$ cat src/rtl/cg_enable_ctrl.sv
// Clock-gate enable controller: drives the ICG E pin, reports wake readiness on ACK,
// closes the clock after an idle hold-off and keeps a saturating count of gate-off events.
module cg_enable_ctrl #(
    parameter int CNT_W    = 4,
    parameter int IDLE_CYC = 8,
    parameter int WAKE_CYC = 2,
    parameter int STAT_W   = 16
) (
    input  logic              CLK,
    input  logic              RN,
    input  logic              REQ,
    input  logic              BUSY,
    input  logic              FORCE_ON,
    input  logic              CLR_STAT,
    output logic              E,
    output logic              ACK,
    output logic              GATED,
    output logic [STAT_W-1:0] GATE_CNT,
    output logic [1:0]        state_dbg
);

    // REQ/ACK handshake: the client holds REQ (or FORCE_ON) high to ask for the clock;
    // ACK high means the gated clock is running and stays running until the FSM has
    // seen IDLE_CYC+1 consecutive idle edges. ACK never rises without a prior request.
    typedef enum logic [1:0] {
        S_OFF   = 2'd0,
        S_WAKE  = 2'd1,
        S_ON    = 2'd2,
        S_DRAIN = 2'd3
    } state_t;

    localparam logic [CNT_W-1:0] WAKE_LD = CNT_W'(WAKE_CYC - 1);
    localparam logic [CNT_W-1:0] IDLE_LD = CNT_W'(IDLE_CYC - 1);

    state_t           state, state_nx;
    logic [CNT_W-1:0] cnt, cnt_nx;
    logic             gate_evt;
    logic             act, idle;

    assign act       = REQ | FORCE_ON;
    assign idle      = !act && !BUSY;
    assign state_dbg = state;

    always_comb begin
        state_nx = state;
        cnt_nx   = cnt;
        gate_evt = 1'b0;
        case (state)
            S_OFF: begin
                if (act) begin
                    state_nx = S_WAKE;
                    cnt_nx   = WAKE_LD;
                end
            end
            S_WAKE: begin
                // Wake always completes, even if the request is withdrawn.
                if (cnt == '0) state_nx = S_ON;
                else           cnt_nx   = cnt - 1'b1;
            end
            S_ON: begin
                if (idle) begin
                    state_nx = S_DRAIN;
                    cnt_nx   = IDLE_LD;
                end
            end
            S_DRAIN: begin
                // Any activity cancels the hold-off, including on the expiry edge.
                if (!idle) begin
                    state_nx = S_ON;
                end else if (cnt == '0) begin
                    state_nx = S_OFF;
                    gate_evt = 1'b1;
                end else begin
                    cnt_nx = cnt - 1'b1;
                end
            end
            default: state_nx = S_OFF;
        endcase
    end

    always_ff @(posedge CLK or negedge RN) begin
        if (!RN) begin
            state <= S_OFF;
            cnt   <= '0;
            E     <= 1'b0;
            ACK   <= 1'b0;
            GATED <= 1'b1;
        end else begin
            state <= state_nx;
            cnt   <= cnt_nx;
            E     <= (state_nx != S_OFF);
            ACK   <= (state_nx == S_ON) || (state_nx == S_DRAIN);
            GATED <= (state_nx == S_OFF);
        end
    end

    // Clear takes priority over a coincident gate-off increment.
    always_ff @(posedge CLK or negedge RN) begin
        if (!RN) begin
            GATE_CNT <= '0;
        end else if (CLR_STAT) begin
            GATE_CNT <= '0;
        end else if (gate_evt && !(&GATE_CNT)) begin
            GATE_CNT <= GATE_CNT + 1'b1;
        end
    end

endmodule
$ cat config.mk
export PLATFORM = sky130hd
export DESIGN_NAME = cg_enable_ctrl
export DESIGN_NICKNAME = d
export VERILOG_FILES = /design/src/rtl/cg_enable_ctrl.sv
export SDC_FILE = /design/constraint.sdc
export NUM_CORES = 1
export LEC_CHECK = 0
export ABC_AREA = 1
export BUFFER_PORTS_ARGS = -buffer_cell sky130_fd_sc_hd__buf_2
export CAP_MARGIN = 20
export CORE_MARGIN = 8
export CORE_UTILIZATION = 28
export CTS_BUF_LIST = sky130_fd_sc_hd__clkbuf_16
export DETAILED_ROUTE_END_ITERATION = 10
export HOLD_SLACK_MARGIN = 0.03
export SYNTH_ARGS = -nofsm -noshare
export SYNTH_HDL_FRONTEND = slang
export SYNTH_SLANG_ARGS = --single-unit
$ cat constraint.sdc
create_clock -name CLK -period 1.95 [get_ports CLK]
set_input_delay 0.4875 -clock CLK [delete_from_list [all_inputs] [get_ports CLK]]
set_output_delay 0.4875 -clock CLK [all_outputs]
set_load 0.02 [all_outputs]
Word-level counts from Yosys, hierarchy flattened

Index checks and enable logic that the tools add are counted.

Bits of input ports: 6
Word-level logic and storage cells: 46
Flip-flop bits (word level): 25

Bitwise logic cells: 1
Multiplexer cells: 16
Equal/unequal tests: 8
Add/sub/neg operators: 2
Reduce and logical (&&, ||, !) cells: 13

Operators by type and width:

| operator                | number |
|---|---|
| $mux W16                | 2 |
| $add A16 B1 Y16 const B | 1 |
| $mux W4                 | 4 |
| $pmux W4 S4             | 1 |
| $reduce_and A16 Y1      | 1 |
| $mux W2                 | 5 |
| $eq A2 B2 Y1 const B    | 4 |
| $pmux W2 S4             | 1 |
| $ne A2 B2 Y1 const B    | 3 |
| $logic_not A2 Y1        | 2 |
| $logic_not A4 Y1        | 1 |
| $reduce_bool A2 Y1      | 2 |
| $sub A4 B1 Y4 const B   | 1 |
| $logic_not A1 Y1        | 3 |
| $mux W1                 | 3 |
| $reduce_and A3 Y1       | 1 |
| $eq A2 B1 Y1 const B    | 1 |
| $logic_and A1 B1 Y1     | 2 |
| $logic_or A1 B1 Y1      | 1 |
| $or A1 B1 Y1            | 1 |

Depth between registers and ports, before layout

Word-level depth: 8
Depth in mapped cells: 10
Depth with buffers taken out: 9

Least setup slack after synthesis

Ideal clock, no wire load.

Kind: register to register
Start point: reg GATE_CNT[0]
End point: reg GATE_CNT[13]
Path buffers: 1
Path slack: 0.353 ns
Arrival time: 1.478 ns
Library setup time: 0.119 ns
Clock period less this slack: 1.597 ns
Stages on the path, launching flop included: 11
Data required time: 1.831 ns
Path through: dfrtp_1 -> ha_1 -> nand3_1 -> clkinv_1 -> nand2_2 -> o21ai_2 -> nand2_2 -> clkinv_2 -> buf_6 -> nand2_1 -> nand2_1

Word-level cells in the longest chain between the ends: 4
Elaborated cells between the ends (all ways): 7
Classes of those cells: add/sub (1); mux (2); reduce/logical (4)

RTL lines:

| item                                                    | RTL line | source |
|---|---|---|
| start: declaration                                      | 18       | `output logic [STAT_W-1:0] GATE_CNT,` |
| start signal: assignment                                | 104      | `GATE_CNT <= GATE_CNT + 1'b1;` |
| branches (longest 4 deep; another with $add A16 B1 Y16) | n/a      |  |

Several ways; the timed one is not identified. The select of a mux whose other input is x is not followed.
A chain may end at the register's enable or synchronous reset.

Worst setup path after layout

Start point: reg GATE_CNT[0]
End point: reg GATE_CNT[2]

The elaborated chain is that of the path after synthesis.

==> results.py <==
metrics = {
    "finish": {
        "final_cell_mix": "nand2_1, nor2_1, buf_2",
        "fill_cells": 501,
        "layout_commonest_cell": "nand2_1",
        "antenna_cells": 0,
        "utilization": 0.356,
        "area_delta_synth_final_pct": 21.7,
        "stdcell_area_mm2": 0.00170,
        "drive_above_1_share": 0.194,
        "nets": 231,
    },
    "die": {
        "die_h_um": 86.7,
        "coreArea_mm2": 0.00479,
        "ios": 27,
        "fp-row-count": 25,
        "dieArea_mm2": 0.00751,
        "start_util": 0.292,
        "die_w_um": 86.7,
    },
    "drt": {
        "vias": 1293,
        "firstDrtPassIters": 4,
        "drc": 0,
        "routed_wl_um": 3340,
        "via_per_inst": 4.47,
        "first_iter_violations": 81,
        "final_antenna_net_count": 0,
        "avgRoutedWirePerCell_um": 11.6,
    },
    "global_route": {
        "grtUsageTotal": 0.0987,
        "grt_antenna_before_repair": 0,
        "use_met3": 0.0208,
        "grt_pass1_wl_um": 6010,
        "grt_use_met2": 0.153,
        "busiest_layer": "met2",
        "met1_usage": 0.126,
        "grt_overflow": 0,
        "grt_pass1_vias": 1285,
        "grt_max_degree": 25,
    },
    "sta": {
        "skew_ns": 0.00144,
        "setup_viol": 0,
        "period_share": 0.865,
        "setup_tns_ns": 0,
        "worst_pin_slew_ns": 0.544,
        "min_period_ns": 1.69,
        "slew_headroom": 0.637,
        "fmax_ghz": 0.593,
        "finalHoldViolCount": 0,
        "rsz0062_at_grt": "no",
        "layout_setup_ws_ns": 0.263,
        "drv_slew": 0,
    },
    "critical_path": {
        "cpPeakStageDelay_ns": 0.42,
        "endpoint_kind": "flop",
        "critPathLaunchType": "flop",
        "rr_worst_depth": 9,
        "path_cells": "ha_1 > nand3_1 > clkinv_1 > nand2_2 > o21ai_2 > nand2_2 > clkinv_2 > nand2_1 > nand2_1",
        "cp_data_required_time_ns": 2.10,
        "crit_arrival_ns": 1.84,
        "cp_max_fo": 14,
        "cp_num_buf_inv": 2,
        "cp_num_cells": 9,
        "path_class": "reg2reg",
        "path_delay_family": "simple AND/OR/NAND/NOR gates",
        "critPathSlowestCell": "dfrtp_1",
    },
    "clock_network": {
        "htreeDepth": 1,
        "postCtsHoldBufs": 0,
        "clkSlewWorstSetupHoldPaths_ns": 0.06,
        "insertion_delay_ns": 0.25,
        "numCtsBuffers": 3,
        "clockRootBuffer": "clkbuf_16",
        "post-cts-setup-buffer-count": 0,
        "cts_buffer_depth": 2,
        "cts_tree": "done",
        "cts_resized": 0,
        "cts.sinks": 24,
    },
    "job": {
        "cap_viol_max_count": 0,
    },
    "pwr": {
        "p_leak_nw": 0.853,
        "ir_worst_vdd_uv": 283,
        "powerDensity_mw_per_mm2": 929,
    },
    "place": {
        "io_buffers": 26,
        "place_congestion": 0.804,
        "placed_area_mm2": 0.00160,
        "post-place-ws_ns": 0.231,
        "dp_hpwl_um": 2520,
    },
    "synth": {
        "ys_warn_count": 0,
        "yosysUniqueCellTypes": 21,
        "yosys.area.top_type_share": 0.411,
        "netlist_area_mm2": 0.00140,
        "synth_nets": 202,
        "synth-seq-area-share": 0.430,
        "synth_edf_count": 0,
        "ys_ff_latch": 24,
        "synth_top_flop_cell": "dfrtp_1",
        "synth_area_leader_cell": "dfrtp_1",
        "async_flop_share": 1.00,
        "avgSynthCellArea_um2": 7.21,
        "syn_inst": 194,
        "ys_top_cells_by_area": "dfrtp_1, nand2_1, nor2_1",
    },
    "status": {
        "outcome": "complete, no violations",
    },
    "worst_hold_path": {
        "hold_path_class": "in2async",
    },
}
[logic make-up (layout without fill, tap and decap cells)]
| group | after synthesis | in the layout | share of synthesized area |
|---|---|---|---|
| simple gates | 121 | 121 | 0.374 |
| flops | 24 | 24 | 0.430 |
| compound gates | 16 | 16 | 0.0653 |
| fa+ha+maj | 2 | 2 | 0.0179 |
| xor+xnor | 5 | 5 | 0.0313 |
| buf+inv | 26 | 54 | 0.0814 |
[synthesized netlist by cell type (2+ instances only)]
cell type and count:
inv_1 20, nor2_1 27, nand4_1 14, or2_2 4, xor2_1 5, nand3_1 11, nand2_2 2, nand2_1 61
ha_1 2, o21bai_1 3, nor2_2 2, o21ai_0 10, a21oi_1 2, dfrtp_1 23, buf_4 2
[report_power, final]
part	switching, W	internal [W]
logic	0.000256	0.000120
clock network	0.000177	0.000408
registers	0.0000386	0.000581
[cell type report]
class | count | area [um2] | share of cell area
multi-input cells | 144 | 683 | 0.401
flip-flops and latches | 24 | 602 | 0.353
repair buffers | 28 | 145 | 0.0852
inverters | 22 | 83.8 | 0.0492
well taps | 67 | 83.8 | 0.0492
clock buffers | 3 | 75.1 | 0.0441
clock inverters | 1 | 30.0 | 0.0176
[registers in the layout, indices dropped and copies added, names as in the netlist]
| register | cells |
|---|---|
| state_dbg | 1 |
| cnt | 4 |
| E | 1 |
| GATE_CNT | 16 |
| ACK | 1 |
| GATED | 1 |
[path summary, 6_finish.rpt]
kind | start | endpoint | slack, ns
setup / recovery | GATE_CNT[0]$_DFFE_PN0P_ | GATE_CNT[2]$_DFFE_PN0P_ | 0.26
hold / removal | RN | GATE_CNT[8]$_DFFE_PN0P_ | 0.21
setup reg to reg | GATE_CNT[0]$_DFFE_PN0P_ | GATE_CNT[2]$_DFFE_PN0P_ | 0.26
hold reg to reg | cnt[1]$_DFFE_PN0P_ | cnt[1]$_DFFE_PN0P_ | 0.56
min in group CLK | CLR_STAT | GATE_CNT[12]$_DFFE_PN0P_ | 0.44
max in group asynchronous | RN | GATED$_DFF_PN1_ | 1.37
[per-stage QoR]
| step | cells | hold WS, ns | power [W] |
|---|---|---|---|
| after global placement | 285 | 0.517 | 0.00100 |
| final | 289 | 0.211 | 0.00158 |
| after global routing | 289 | 0.265 | 0.00170 |
| after CTS | 289 | 0.238 | 0.00161 |
| after floorplan | 194 | 0.192 | 0.000905 |
| after detailed placement | 285 | 0.520 | 0.00101 |
[metal layers]
| metal | routed length (um) | vias up | part of all wire |
|---|---|---|---|
| li1 | - | 677 | - |
| met1 | 1600 | 586 | 0.48 |
| met2 | 1550 | 28 | 0.46 |
| met3 | 153 | 2 | 0.046 |
| met4 | 41 | 0 | 0.012 |
| met5 | 0 | - | 0 |
(Power assumes the default switching activity.)
